File: src/rtl/car_nav.sv
// car_nav: obstacle-avoidance controller.
//   Each raw "path clear" bit is debounced per channel. A four-state FSM
//   (STOP, FWD, TURN, BACK) turns the filtered bits into a one-hot direction
//   command or a timed reverse.
// Ports:
//   clk     - rising-edge clock
//   rst_n   - asynchronous active-low reset
//   en      - drive enable; 0 forces STOP
//   clear   - N_DIR raw sensors, 1 = path clear (bit 0 = front)
//   go      - one-hot direction command, all-zero = no movement
//   go_back - reverse command
//   state   - STOP=00, FWD=01, TURN=10, BACK=11

// Per-channel debouncer. The filtered bit follows the raw bit only after
// DB_CYCLES consecutive mismatching edges.
module car_nav_db #(
    parameter int DB_CYCLES = 4
) (
    input  logic clk,
    input  logic rst_n,
    input  logic raw,
    output logic filt
);
    localparam int CW = $clog2(DB_CYCLES + 1);

    logic [CW-1:0] cnt;

    always_ff @(posedge clk or negedge rst_n) begin
        if (!rst_n) begin
            cnt  <= '0;
            filt <= 1'b0;
        end else if (raw == filt) begin
            cnt <= '0;
        end else if (cnt == CW'(DB_CYCLES - 1)) begin
            filt <= raw;
            cnt  <= '0;
        end else begin
            cnt <= cnt + CW'(1);
        end
    end
endmodule

module car_nav #(
    parameter int N_DIR       = 3,
    parameter int DB_CYCLES   = 4,
    parameter int TURN_CYCLES = 8,
    parameter int BACK_CYCLES = 16,
    parameter int STUCK_LIMIT = 32
) (
    input  logic             clk,
    input  logic             rst_n,
    input  logic             en,
    input  logic [N_DIR-1:0] clear,
    output logic [N_DIR-1:0] go,
    output logic             go_back,
    output logic [1:0]       state
);
    localparam int KW  = $clog2(N_DIR);
    localparam int SCW = $clog2(STUCK_LIMIT + 1);
    localparam int TCW = $clog2(TURN_CYCLES + 1);
    localparam int BCW = $clog2(BACK_CYCLES + 1);

    typedef enum logic [1:0] {
        ST_STOP = 2'b00,
        ST_FWD  = 2'b01,
        ST_TURN = 2'b10,
        ST_BACK = 2'b11
    } st_e;

    st_e            st, st_nxt;
    logic [N_DIR-1:0] filt;
    logic [KW-1:0]  k, k_nxt, sel;
    logic           side;
    logic [SCW-1:0] stop_cnt;
    logic [TCW-1:0] turn_cnt;
    logic [BCW-1:0] back_cnt;

    car_nav_db #(.DB_CYCLES(DB_CYCLES)) u_db [N_DIR-1:0] (
        .clk  (clk),
        .rst_n(rst_n),
        .raw  (clear),
        .filt (filt)
    );

    // Lowest alternate index with a clear path wins (descending scan, last hit kept).
    always_comb begin
        side = 1'b0;
        sel  = '0;
        for (int i = N_DIR - 1; i >= 1; i--) begin
            if (filt[i]) begin
                side = 1'b1;
                sel  = KW'(i);
            end
        end
    end

    always_comb begin
        st_nxt = st;
        k_nxt  = k;
        case (st)
            ST_STOP: begin
                if (!en)                                   st_nxt = ST_STOP;
                else if (filt[0])                          st_nxt = ST_FWD;
                else if (side) begin
                    st_nxt = ST_TURN;
                    k_nxt  = sel;
                end
                else if (stop_cnt == SCW'(STUCK_LIMIT - 1)) st_nxt = ST_BACK;
            end
            ST_FWD: begin
                if (!en)             st_nxt = ST_STOP;
                else if (!filt[0]) begin
                    if (side) begin
                        st_nxt = ST_TURN;
                        k_nxt  = sel;
                    end else begin
                        st_nxt = ST_STOP;
                    end
                end
            end
            ST_TURN: begin
                // Sensor drop outranks dwell expiry; both land in STOP anyway.
                if (!en || !filt[k])                       st_nxt = ST_STOP;
                else if (turn_cnt == TCW'(TURN_CYCLES - 1)) st_nxt = ST_STOP;
            end
            ST_BACK: begin
                if (!en)                                   st_nxt = ST_STOP;
                else if (back_cnt == BCW'(BACK_CYCLES - 1)) st_nxt = ST_STOP;
            end
            default: st_nxt = ST_STOP;
        endcase
    end

    // Each timer counts only while its state persists and clears on any exit.
    always_ff @(posedge clk or negedge rst_n) begin
        if (!rst_n) begin
            st       <= ST_STOP;
            k        <= '0;
            stop_cnt <= '0;
            turn_cnt <= '0;
            back_cnt <= '0;
        end else begin
            st <= st_nxt;
            k  <= k_nxt;

            if (st == ST_STOP && st_nxt == ST_STOP && en) begin
                if (stop_cnt != SCW'(STUCK_LIMIT)) stop_cnt <= stop_cnt + SCW'(1);
            end else begin
                stop_cnt <= '0;
            end

            if (st == ST_TURN && st_nxt == ST_TURN) begin
                if (turn_cnt != TCW'(TURN_CYCLES)) turn_cnt <= turn_cnt + TCW'(1);
            end else begin
                turn_cnt <= '0;
            end

            if (st == ST_BACK && st_nxt == ST_BACK) begin
                if (back_cnt != BCW'(BACK_CYCLES)) back_cnt <= back_cnt + BCW'(1);
            end else begin
                back_cnt <= '0;
            end
        end
    end

    // Outputs come from registered state and k only.
    always_comb begin
        go      = '0;
        go_back = 1'b0;
        case (st)
            ST_FWD:  go      = N_DIR'(1);
            ST_TURN: go      = N_DIR'(1) << k;
            ST_BACK: go_back = 1'b1;
            default: ;
        endcase
    end

    assign state = st;
endmodule

File: config.mk
export PLATFORM = sky130hd
export DESIGN_NAME = car_nav
export DESIGN_NICKNAME = d
export VERILOG_FILES = /design/src/rtl/car_nav.sv
export SDC_FILE = /design/constraint.sdc
export NUM_CORES = 1
export LEC_CHECK = 0
export BUFFER_PORTS_ARGS = -buffer_cell sky130_fd_sc_hd__buf_4
export CAP_MARGIN = 20
export CORE_ASPECT_RATIO = 2
export CORE_MARGIN = 3
export CORE_UTILIZATION = 59
export CTS_CLUSTER_DIAMETER = 60
export CTS_CLUSTER_SIZE = 8
export DETAILED_ROUTE_END_ITERATION = 10
export GPL_TIMING_DRIVEN = 0
export HOLD_SLACK_MARGIN = 0.15
export PLACE_DENSITY = 0.78
export SETUP_SLACK_MARGIN = 0.3
export SKIP_CTS_REPAIR_TIMING = 1
export SKIP_LAST_GASP = 1
export SLEW_MARGIN = 20
export SYNTH_ARGS = -nofsm -noshare
export SYNTH_HDL_FRONTEND = slang
export SYNTH_SLANG_ARGS = --single-unit
File: constraint.sdc
create_clock -name clk -period 2.4 [get_ports clk]
set_input_delay 0.12 -clock clk [delete_from_list [all_inputs] [get_ports clk]]
set_output_delay 0.12 -clock clk [all_outputs]
set_load 0.1 [all_outputs]
==> run_results.csv <==
group,metric,value,unit
cells_and_area,synthToLayoutAreaGrowth,17.3,%
synth,ys_ff_latch,31,
sta,finalCritPeriodShare,80.7,%
detailed_routing,avgViaCountPerCell,5.83,
cells_and_area,multi_input_area,898,um2
synth,synth_edf_count,0,
die,rows,26,
worst_setup_path,cp.arrival,2.10,ns
detailed_routing,drc,0,
worst_setup_path,slowest_delay,0.40,ns
cells_and_area,seq_area,783,um2
global_route,antenna_found_initial,0,
worst_setup_path,path_cells,"ha_1 > and3_1 > ha_1 > o21ai_1 > a311o_1 > o21ai_4 > nor4_1",
worst_setup_path,cpLargestDelayFamily,"compound AO/OA/AOI/OAI gates",
detailed_routing,first_pass_iters,5,
cts,cts.path.max_buffers,2,
cts,cts_root_buf,"clkbuf_8",
detailed_routing,drt_iter0_markers,17,
global_route,grt_pass1_wl,5.39,mm
cells_and_area,final_nets,203,
synth,synth.distinct_cells,34,
synth,yosys_warnings,0,
sta,setup_violations,0,
worst_setup_path,cp_num_buf_inv,0,
worst_setup_path,crit_fanout,10,
power,powerDensity,1050,mW/mm2
worst_setup_path,crit_slowest_cell,"dfrtp_1",
cts,cts.clk_slew.worst_paths,0.06,ns
sta,clock_skew,0.00303,ns
detailed_routing,wl_per_cell,14.4,um
run_status,status,"complete, no violations",
worst_setup_path,critPathLaunchType,"flip-flop",
detailed_routing,detail_route.wirelength,3.04,mm
global_route,grt_pass1_vias,1256,
synth,syn_nets,181,
sta,layout_min_cycle_time,1.94,ns
cts,cts_tree,"done",
cells_and_area,drive_above_1_share,20.2,%
power,vdd.ir_drop.worst,0.884,mV
hold_path,min_path_type,"in -> async",
synth,synth_area,0.00169,mm2
synth,synth_top_area_share,45.8,%
die,dieArea,0.00359,mm2
flow_run,cap_violations,0,
detailed_routing,ant_nets,0,
worst_setup_path,end_kind,"flip-flop",
sta,fin_tns_setup,0,ns
synth,synthArstFlopShare,100,%
synth,ys_seq_area_share,45.8,%
cts,cts.sinks,31,
cells_and_area,nFillCells,188,
global_route,overflow,0,
sta,fmax,516,MHz
synth,ys.flop_type,"dfrtp_1",
placement,place.gp.congestion,0.869,
placement,hpwl,2.32,mm
synth,yosysTopAreaCell,"dfrtp_1",
sta,hold_ws,0.309,ns
placement,port_buffers,11,
cts,clock_latency,0.28,ns
worst_setup_path,path_class,"reg -> reg",
die,die_x,43.9,um
sta,worstMarginPinSlew,0.562,ns
die,coreArea,0.00264,mm2
die,io_pins,12,
cts,cts_made_buffers,5,
sta,hold_violations,0,
die,floorplan.initialDensity,64.3,%
power,p_leak,0.885,nW
synth,avgSynthCellArea,10.5,um2
synth,synth_area_leaders,"dfrtp_1 (46%), ha_1 (10%), xnor2_1 (4.7%)",
worst_setup_path,critPathMostFrequentCell,"ha_1",
global_route,track_usage,20.0,%
sta,slew_headroom,62.2,%
cells_and_area,diodes,0,
cts,htreeDepth,2,
detailed_routing,vias,1230,
sta,rsz0062_at_grt,"no",
global_route,grt_max_degree,32,
synth,synthCells,161,
worst_setup_path,worstPathRequired,2.57,ns
die,dieHeight,81.8,um
sta,finalMaxSlewViolations,0,
kinds of logic after synthesis:
logic type	count (synthesis)	synth area share (%)
AND/OR/NAND/NOR	63	21.3
flip-flops	31	45.8
AO/OA/AOI/OAI	17	7.98
buffers and inverters	16	3.54
adder cells (fa/ha/maj)	14	10.3
XOR/XNOR	13	6.72
multiplexers	7	4.36
placed cells by master, fill, tap and decap left out, types with 4 or more instances in the layout:
cell	instances
dfrtp_1	29
inv_1	13
nor2_1	13
ha_1	13
buf_4	11
xnor2_1	9
nor2b_1	8
nand2_1	7
nor3_1	7
nand3_1	6
clkbuf_8	6
nor4_1	5
mux2i_1	4
a21oi_1	4
xor2_1	4
dlygate4sd3_1	4
cell usage after synthesis (4+ instances only):
master	n
dfrtp_1	31
xnor2_1	9
a21oi_1	4
nand3_1	6
nand2_1	8
inv_1	15
nor3_1	7
ha_1	14
mux2i_1	4
nor3b_1	5
xor2_1	4
nor4_1	5
nor2b_1	9
nor2_1	13
per-stage QoR:
stage,total power [mW],util (%),area (um2),setup WS [ns],std cells
floorplan,1.48,-,1740,0.326,161
global placement,1.64,70.6,1860,0.440,200
detailed placement,1.68,70.6,1860,0.373,200
CTS,2.09,73.9,1950,0.374,207
global route,2.22,75.4,1990,0.344,211
finish,2.08,75.4,1990,0.463,211
sequential cells by signal, summed over array words and instances, names as in the netlist:
signal,cells
u_db.cnt,9
stop_cnt,6
back_cnt,5
turn_cnt,4
u_db.filt,3
k,2
state,2
worst paths after layout:
check	cells past startpoint	end	slack, ns	startpoint
setup reg to reg	7	back_cnt[3]$_DFFE_PN0P_	0.46	back_cnt[0]$_DFFE_PN0P_
hold reg to reg	1	u_db[0].cnt[0]$_DFF_PN0_	0.45	u_db[0].cnt[0]$_DFF_PN0_
min in group clk	4	state[1]$_DFF_PN0_	0.38	en
hold / removal	2	stop_cnt[0]$_DFFE_PN0P_	0.31	rst_n
max in group asynchronous	2	state[0]$_DFF_PN0_	1.78	rst_n
setup / recovery	7	back_cnt[3]$_DFFE_PN0P_	0.46	back_cnt[0]$_DFFE_PN0P_
layout make-up:
| class | instances | share of cell area, % |
|---|---|---|
| timing repair buffer | 15 | 6.17 |
| multi-input combinational | 114 | 45.2 |
| tap | 28 | 1.76 |
| inverter | 16 | 3.02 |
| sequential | 31 | 39.4 |
| clock buffer | 6 | 4.16 |
| clock inverter | 1 | 0.252 |
power breakdown:
group | total, mW | internal [mW] | switching, mW
clock network | 0.399 | 0.224 | 0.175
logic | 0.884 | 0.328 | 0.556
registers | 0.795 | 0.642 | 0.153
metal layers:
metal	wire length, um	up-vias	share of wire [%]	GRT usage [%]
li1	-	599	-	-
met1	1160	600	38	21.2
met2	1720	25	57	35.5
met3	104	6	3.4	5.26
met4	55	0	1.8	9.37
met5	0	-	0	0
No activity file was read; power rests on OpenSTA's default activity.
